===== config.mk =====
export PLATFORM = sky130hd
export DESIGN_NAME = crc_serial
export DESIGN_NICKNAME = d
export VERILOG_FILES = /design/src/rtl/crc_serial.sv
export SDC_FILE = /design/constraint.sdc
export NUM_CORES = 1
export LEC_CHECK = 0
export CORE_MARGIN = 5
export CORE_UTILIZATION = 50
export DETAILED_ROUTE_END_ITERATION = 16
export PLACE_DENSITY = 0.79
export SYNTH_ARGS = -nofsm -noshare
export SYNTH_HDL_FRONTEND = slang
export SYNTH_SLANG_ARGS = --single-unit

===== constraint.sdc =====
create_clock -name clk -period 2 [get_ports clk]
set_input_delay 0.3 -clock clk [delete_from_list [all_inputs] [get_ports clk]]
set_output_delay 0.3 -clock clk [all_outputs]
set_load 0.1 [all_outputs]

===== src/rtl/crc_serial.sv =====
// Serial MSB-first CRC engine: one bit per enabled clock, programmable width,
// polynomial and seed, with IDLE/RUN/DONE message framing and a zero-residue flag.
module crc_serial #(
    parameter int unsigned WIDTH = 8,
    parameter logic [WIDTH-1:0] POLY = WIDTH'(8'h07),
    parameter logic [WIDTH-1:0] INIT = WIDTH'(8'h00),
    parameter int unsigned CNT_W = 16
) (
    input  logic             clk,
    input  logic             rst_n,
    input  logic             start,
    input  logic             din,
    input  logic             din_valid,
    input  logic             last,
    output logic [WIDTH-1:0] crc,
    output logic             crc_valid,
    output logic             match,
    output logic             busy,
    output logic [CNT_W-1:0] bit_count
);

    typedef enum logic [1:0] {
        S_IDLE = 2'd0,
        S_RUN  = 2'd1,
        S_DONE = 2'd2
    } state_t;

    state_t           r_state;
    state_t           w_state_next;
    logic [WIDTH-1:0] r_crc;
    logic [WIDTH-1:0] w_crc_next;
    logic [WIDTH-1:0] w_crc_upd;
    logic [CNT_W-1:0] r_cnt;
    logic [CNT_W-1:0] w_cnt_next;
    logic             w_fb;
    logic             r_busy;
    logic             r_crc_valid;
    logic             r_match;
    logic             w_busy_next;
    logic             w_crc_valid_next;
    logic             w_match_next;

    // One LFSR step: feedback is the outgoing MSB folded with the incoming bit.
    assign w_fb      = r_crc[WIDTH-1] ^ din;
    assign w_crc_upd = {r_crc[WIDTH-2:0], 1'b0} ^ (w_fb ? POLY : WIDTH'(0));

    // Status flags are registered from the next state so outputs never see inputs.
    always_comb begin
        w_state_next = r_state;
        w_crc_next   = r_crc;
        w_cnt_next   = r_cnt;

        if (start) begin
            w_state_next = S_RUN;
            w_crc_next   = INIT;
            w_cnt_next   = CNT_W'(0);
        end else begin
            case (r_state)
                S_RUN: begin
                    if (din_valid) begin
                        w_crc_next = w_crc_upd;
                        if (r_cnt != {CNT_W{1'b1}}) begin
                            w_cnt_next = r_cnt + CNT_W'(1);
                        end
                        if (last) begin
                            w_state_next = S_DONE;
                        end
                    end
                end
                default: begin
                end
            endcase
        end

        w_busy_next      = (w_state_next == S_RUN);
        w_crc_valid_next = (w_state_next == S_DONE);
        w_match_next     = (w_state_next == S_DONE) && (w_crc_next == WIDTH'(0));
    end

    always_ff @(posedge clk or negedge rst_n) begin
        if (!rst_n) begin
            r_state     <= S_IDLE;
            r_crc       <= INIT;
            r_cnt       <= CNT_W'(0);
            r_busy      <= 1'b0;
            r_crc_valid <= 1'b0;
            r_match     <= 1'b0;
        end else begin
            r_state     <= w_state_next;
            r_crc       <= w_crc_next;
            r_cnt       <= w_cnt_next;
            r_busy      <= w_busy_next;
            r_crc_valid <= w_crc_valid_next;
            r_match     <= w_match_next;
        end
    end

    assign crc       = r_crc;
    assign crc_valid = r_crc_valid;
    assign match     = r_match;
    assign busy      = r_busy;
    assign bit_count = r_cnt;

endmodule


# After elaboration in Yosys (flattened, before gate mapping)
# Cells that the tools add are included.
# W data, S select, Z words.
op_classes:
  add_sub_neg: 1
  n_eq_ne: 4
  muxes: 12
  bitwise: 2
  n_reduce_logical: 6
ops:
  columns: ["cell", "count"]
  rows:
  - ["$mux W16", 4]
  - ["$mux W8", 3]
  - ["$add A16 B1 Y16 const B", 1]
  - ["$ne A16 B16 Y1 const B", 1]
  - ["$logic_not A8 Y1", 1]
  - ["$mux W2", 4]
  - ["$xor A8 B3 Y8", 1]
  - ["$reduce_bool A2 Y1", 3]
  - ["$eq A2 B1 Y1 const B", 2]
  - ["$mux W3", 1]
  - ["$reduce_and A3 Y1", 1]
  - ["$eq A2 B2 Y1 const B", 1]
  - ["$logic_and A1 B1 Y1", 1]
  - ["$xor A1 B1 Y1", 1]
word_totals:
  regBits: 29
  out_inout_bits: 27

# Depth between registers and ports, before layout
logic_depth:
  word_depth: 8
  mapped_depth: 7
  ltp_nobuf: 5

# Worst setup path before layout
# Ideal clock, no wire load.
synth_timing:
  kind: "reg-to-reg"
  from: "reg r_cnt[0], in the netlist bit_count[0]"
  to: "reg r_cnt[15], in the netlist bit_count[15]"
  arrival_ns: 2.293
  t_required_ns: 1.875
  slack_ns: -0.418
  stages_incl_launch_ff: 7
  n_path_buf: 1
  period_less_slack_ns: 2.418
  cell_sequence: "dfrtp_1 > ha_1 > nand4_2 > nor4_4 > buf_6 > nor4_2 > mux2_4"
synth_between:
  elab_chain_len: 5
synth_rtl:
  columns: ["item", "line", "source"]
  rows:
  - ["start: declaration", "33", "logic [CNT_W-1:0] r_cnt;"]
  - ["start signal: assignment", "91", "r_cnt <= w_cnt_next;"]
  - ["$add A16 B1 Y16", "63", "w_cnt_next = r_cnt + CNT_W'(1);"]
  - ["$mux W16", "62", "if (r_cnt != {CNT_W{1'b1}}) begin"]
  - ["$mux W16", "60", "if (din_valid) begin"]
  - ["$mux W16", "58", "case (r_state)"]
  - ["$mux W16", "53", "if (start) begin"]
# Several ways; a longest one is shown, not always the timed one. The select of a mux whose other input is x is not followed.
# A chain may end at the register's enable or synchronous reset.

# Worst setup path in the final report
layout_timing:
  from: "in din_valid"
  to: "reg r_match, in the netlist match"
layout_between:
  elab_chain_len: 5
layout_rtl:
  columns: ["item", "line", "source"]
  rows:
  - ["start: declaration", "13", "input logic din_valid,"]
  - ["$mux W8 / $mux W2 (equally long branches)", "60", null]
  - ["$mux W8 / $mux W2 (equally long branches)", "58", null]
  - ["$mux W8 / $mux W2 (equally long branches)", "53", null]
  - ["$logic_not A8 Y1 / $eq A2 B2 Y1 (equally long branches)", "77", "w_match_next = (w_state_next == S_DONE) && (w_crc_next == WIDTH'(0));"]
  - ["$logic_and A1 B1 Y1 *", "77", null]
  - ["net w_match_next", "41", "logic w_match_next;"]
  - ["end signal: assignment", "94", "r_match <= w_match_next;"]
  - ["end: declaration", "38", "logic r_match;"]
# Mark *: on every way through the listed nets, which the timed path passes. The rest lies on a longest branch.

==> flow_summary.yaml <==
worst_setup_path:
  worstPathCellList: "clkdlybuf4s50_1 -> and3b_1 -> buf_4 -> a41oi_1 -> a2111oi_1"
  worst-path-buf-inv: 2
  crit_type: "primary input to flip-flop"
  cp_slowest_cell: "clkdlybuf4s50_1"
  cp_max_fo: 12
  worstPathRequired_ns: 2.18
  cpPeakStageDelay_ns: 0.54
  startpoint_type: "primary input"
  path_depth: 5
  rrSetupSlack_ns: 0.13
  crit_path_end_kind: "flip-flop"
  crit_family: "buffers and inverters"
  cp.arrival_ns: 2.10
  r2r_cells: 4
detailed_routing:
  dr_wl_met2_mm: 2.00
  vias_per_cell: 5.93
  dr.max_layer_used: "met4"
  wl_met3_microns: 187
  routedWlPerCell_microns: 16.0
  wl_met1_mm: 1.71
  via_count: 1471
  drt_iter0_markers: 77
  routed_wl_mm: 3.98
  ant_nets: 0
  drt_first_pass_iters: 4
  drc_errors: 0
final_layout:
  post-route-util_pct: 65.9
  num_antenna_cells: 0
  area_growth_pct: 25.7
  nets: 210
  fill_cells: 254
  regArea_sq_um: 752
  drive_gt1_share_pct: 37.3
  multi_input_area_sq_um: 771
clocking:
  clk_path_buf_depth: 2
  cts-hold-fix-buffers: 0
  tritoncts: "yes"
  ctsResizeCount: 0
  clock_latency_ns: 0.33
  cts_made_buffers: 5
  cts_root_buf: "clkbuf_4"
  clkSlewWorstSetupHoldPaths_ns: 0.10
  cts.sinks: 29
  post-cts-setup-buffers: 0
  htree_levels: 2
pwr:
  cellPowerDensity_mw_per_mm2: 632
  vdd_drop_max_mv: 0.467
  leakagePower_nw: 0.831
logic_synthesis:
  synth.net_count: 169
  synth-edff-count: 0
  synth_ff_type: "dfrtp_1"
  synth.avg_cell_area_sq_um: 9.87
  synth_top_area_cell: "dfrtp_1"
  ys_warn_count: 0
  synth.cell_area_sq_mm: 0.00160
  synth_area_leaders: "dfrtp_1 45%, a21oi_1 6.6%, nand2_1 5.4%, o31ai_1 4.2%, or4_1 3.8%"
  ys_seq_area_share_pct: 45.4
  synthDistinctLibCells: 38
  synth_top_area_share_pct: 45.4
  synthTopCellsByCount: "29 x dfrtp_1, 23 x nand2_1, 21 x a21oi_1, 9 x o31ai_1"
  synth_cells: 162
  synth-seq-cells: 29
  yosysMostFrequentCell: "dfrtp_1"
  async_flop_share_pct: 100
timing:
  relSlewSlack_pct: 69.2
  tightestPinTransition_ns: 0.461
  holdWs_ns: 0.342
  hold_viol: 0
  clock_skew_ns: 0.0116
  fin_tns_setup_ns: 0
  setup_violations: 0
  slew_violations: 0
  finalCritPeriodShare_pct: 95.8
  max_freq_mhz: 522
  period_minus_slack_ns: 1.92
  rsz0062_at_grt: "false"
global_route:
  grt_pass1_vias: 1441
  gr-total-overflow: 0
  grt_use_total_pct: 19.7
  antenna_found_initial: 0
  grt_pass1_wl_mm: 6.60
  grt_max_degree: 30
die:
  die_w_microns: 66.6
  core_area_sq_mm: 0.00305
  io_pins: 33
  dieArea_sq_mm: 0.00443
  start_util_pct: 52.4
  die_h_microns: 66.6
  num_rows: 20
run:
  cap_violations: 0
placed_design:
  port-buffer-count: 32
  routabilityCongestion: 0.765
  hpwl_mm: 2.87
hold_path:
  hold_class: "primary input to async pin"
run_status:
  outcome: "finished clean"
[cells in the final DEF, fill, tap and decap left out, types with 2 or more instances in the layout]
cell | Yosys | final
mux2_4 | 2 | 2
nand2_1 | 23 | 23
inv_1 | 4 | 4
clkbuf_8 | 2 | 2
dfrtp_2 | 0 | 15
nand3b_1 | 3 | 3
nand4_1 | 3 | 3
nor3_1 | 2 | 2
o41ai_1 | 2 | 2
nand3_1 | 5 | 5
or3_1 | 3 | 3
o311ai_0 | 2 | 2
nor2_1 | 8 | 8
and4_2 | 2 | 2
dfrtp_4 | 0 | 2
buf_4 | 0 | 37
clkdlybuf4s50_1 | 0 | 5
nand4_2 | 2 | 2
nor4_2 | 2 | 2
clkbuf_4 | 0 | 5
or4_1 | 8 | 8
xor2_1 | 3 | 3
o21ai_0 | 7 | 7
o31ai_1 | 9 | 9
dfrtp_1 | 29 | 12
a21oi_1 | 21 | 21
[logic make-up after synthesis]
kind of cell    synth area share (%)
compound gates                  16.7
xor+xnor                        1.64
fa+ha+maj                      0.782
buf+inv                         6.57
flops                           45.4
mux                             1.88
simple gates                    27.0
[layer usage]
layer,vias up,global-route usage (%)
met5,-,0
met4,0,9.14
met3,9,4.55
met2,50,33.7
met1,720,23.3
li1,692,-
[power by group]
group          total [mW]  internal (mW)  leakage (nW)  switching (mW)
Clock               0.412          0.204        0.0413           0.208
Sequential          0.622          0.604         0.365          0.0187
Combinational       0.237         0.0611         0.425           0.175
[worst paths after layout]
check / from / endpoint
worst max-delay path: din_valid / match
min in group clk: bit_count[14] / bit_count[14]
worst min-delay path: rst_n / bit_count[7]
worst max register to register: r_state[1] / match
worst min register to register: bit_count[14] / bit_count[14]
max in group asynchronous: rst_n / bit_count[13]
[cell type report]
cell class | count | area share (%)
Multi-Input combinational cell | 120 | 38.3
Clock buffer | 7 | 3.24
Inverter | 4 | 0.747
Tap cell | 44 | 2.74
Timing Repair Buffer | 43 | 17.3
Sequential cell | 29 | 37.4
Clock inverter | 1 | 0.249
[state kept, by name, summed over array words and instances, names as in the netlist]
name,count
crc_valid,1
r_state,2
bit_count,16
busy,1
crc,8
match,1
[per-stage QoR]
stage | instances | cell area [sq um] | worst slack (ns) | total power [mW]
after floorplan | 162 | 1630 | 0.0205 | 0.802
after global placement | 240 | 1940 | 0.00924 | 0.863
after detailed placement | 240 | 1940 | -0.208 | 0.870
after CTS | 248 | 2010 | 0.119 | 1.28
after global routing | 248 | 2010 | 0.0387 | 1.33
final | 248 | 2010 | 0.0845 | 1.27
Power figures use the tool's default switching activity.
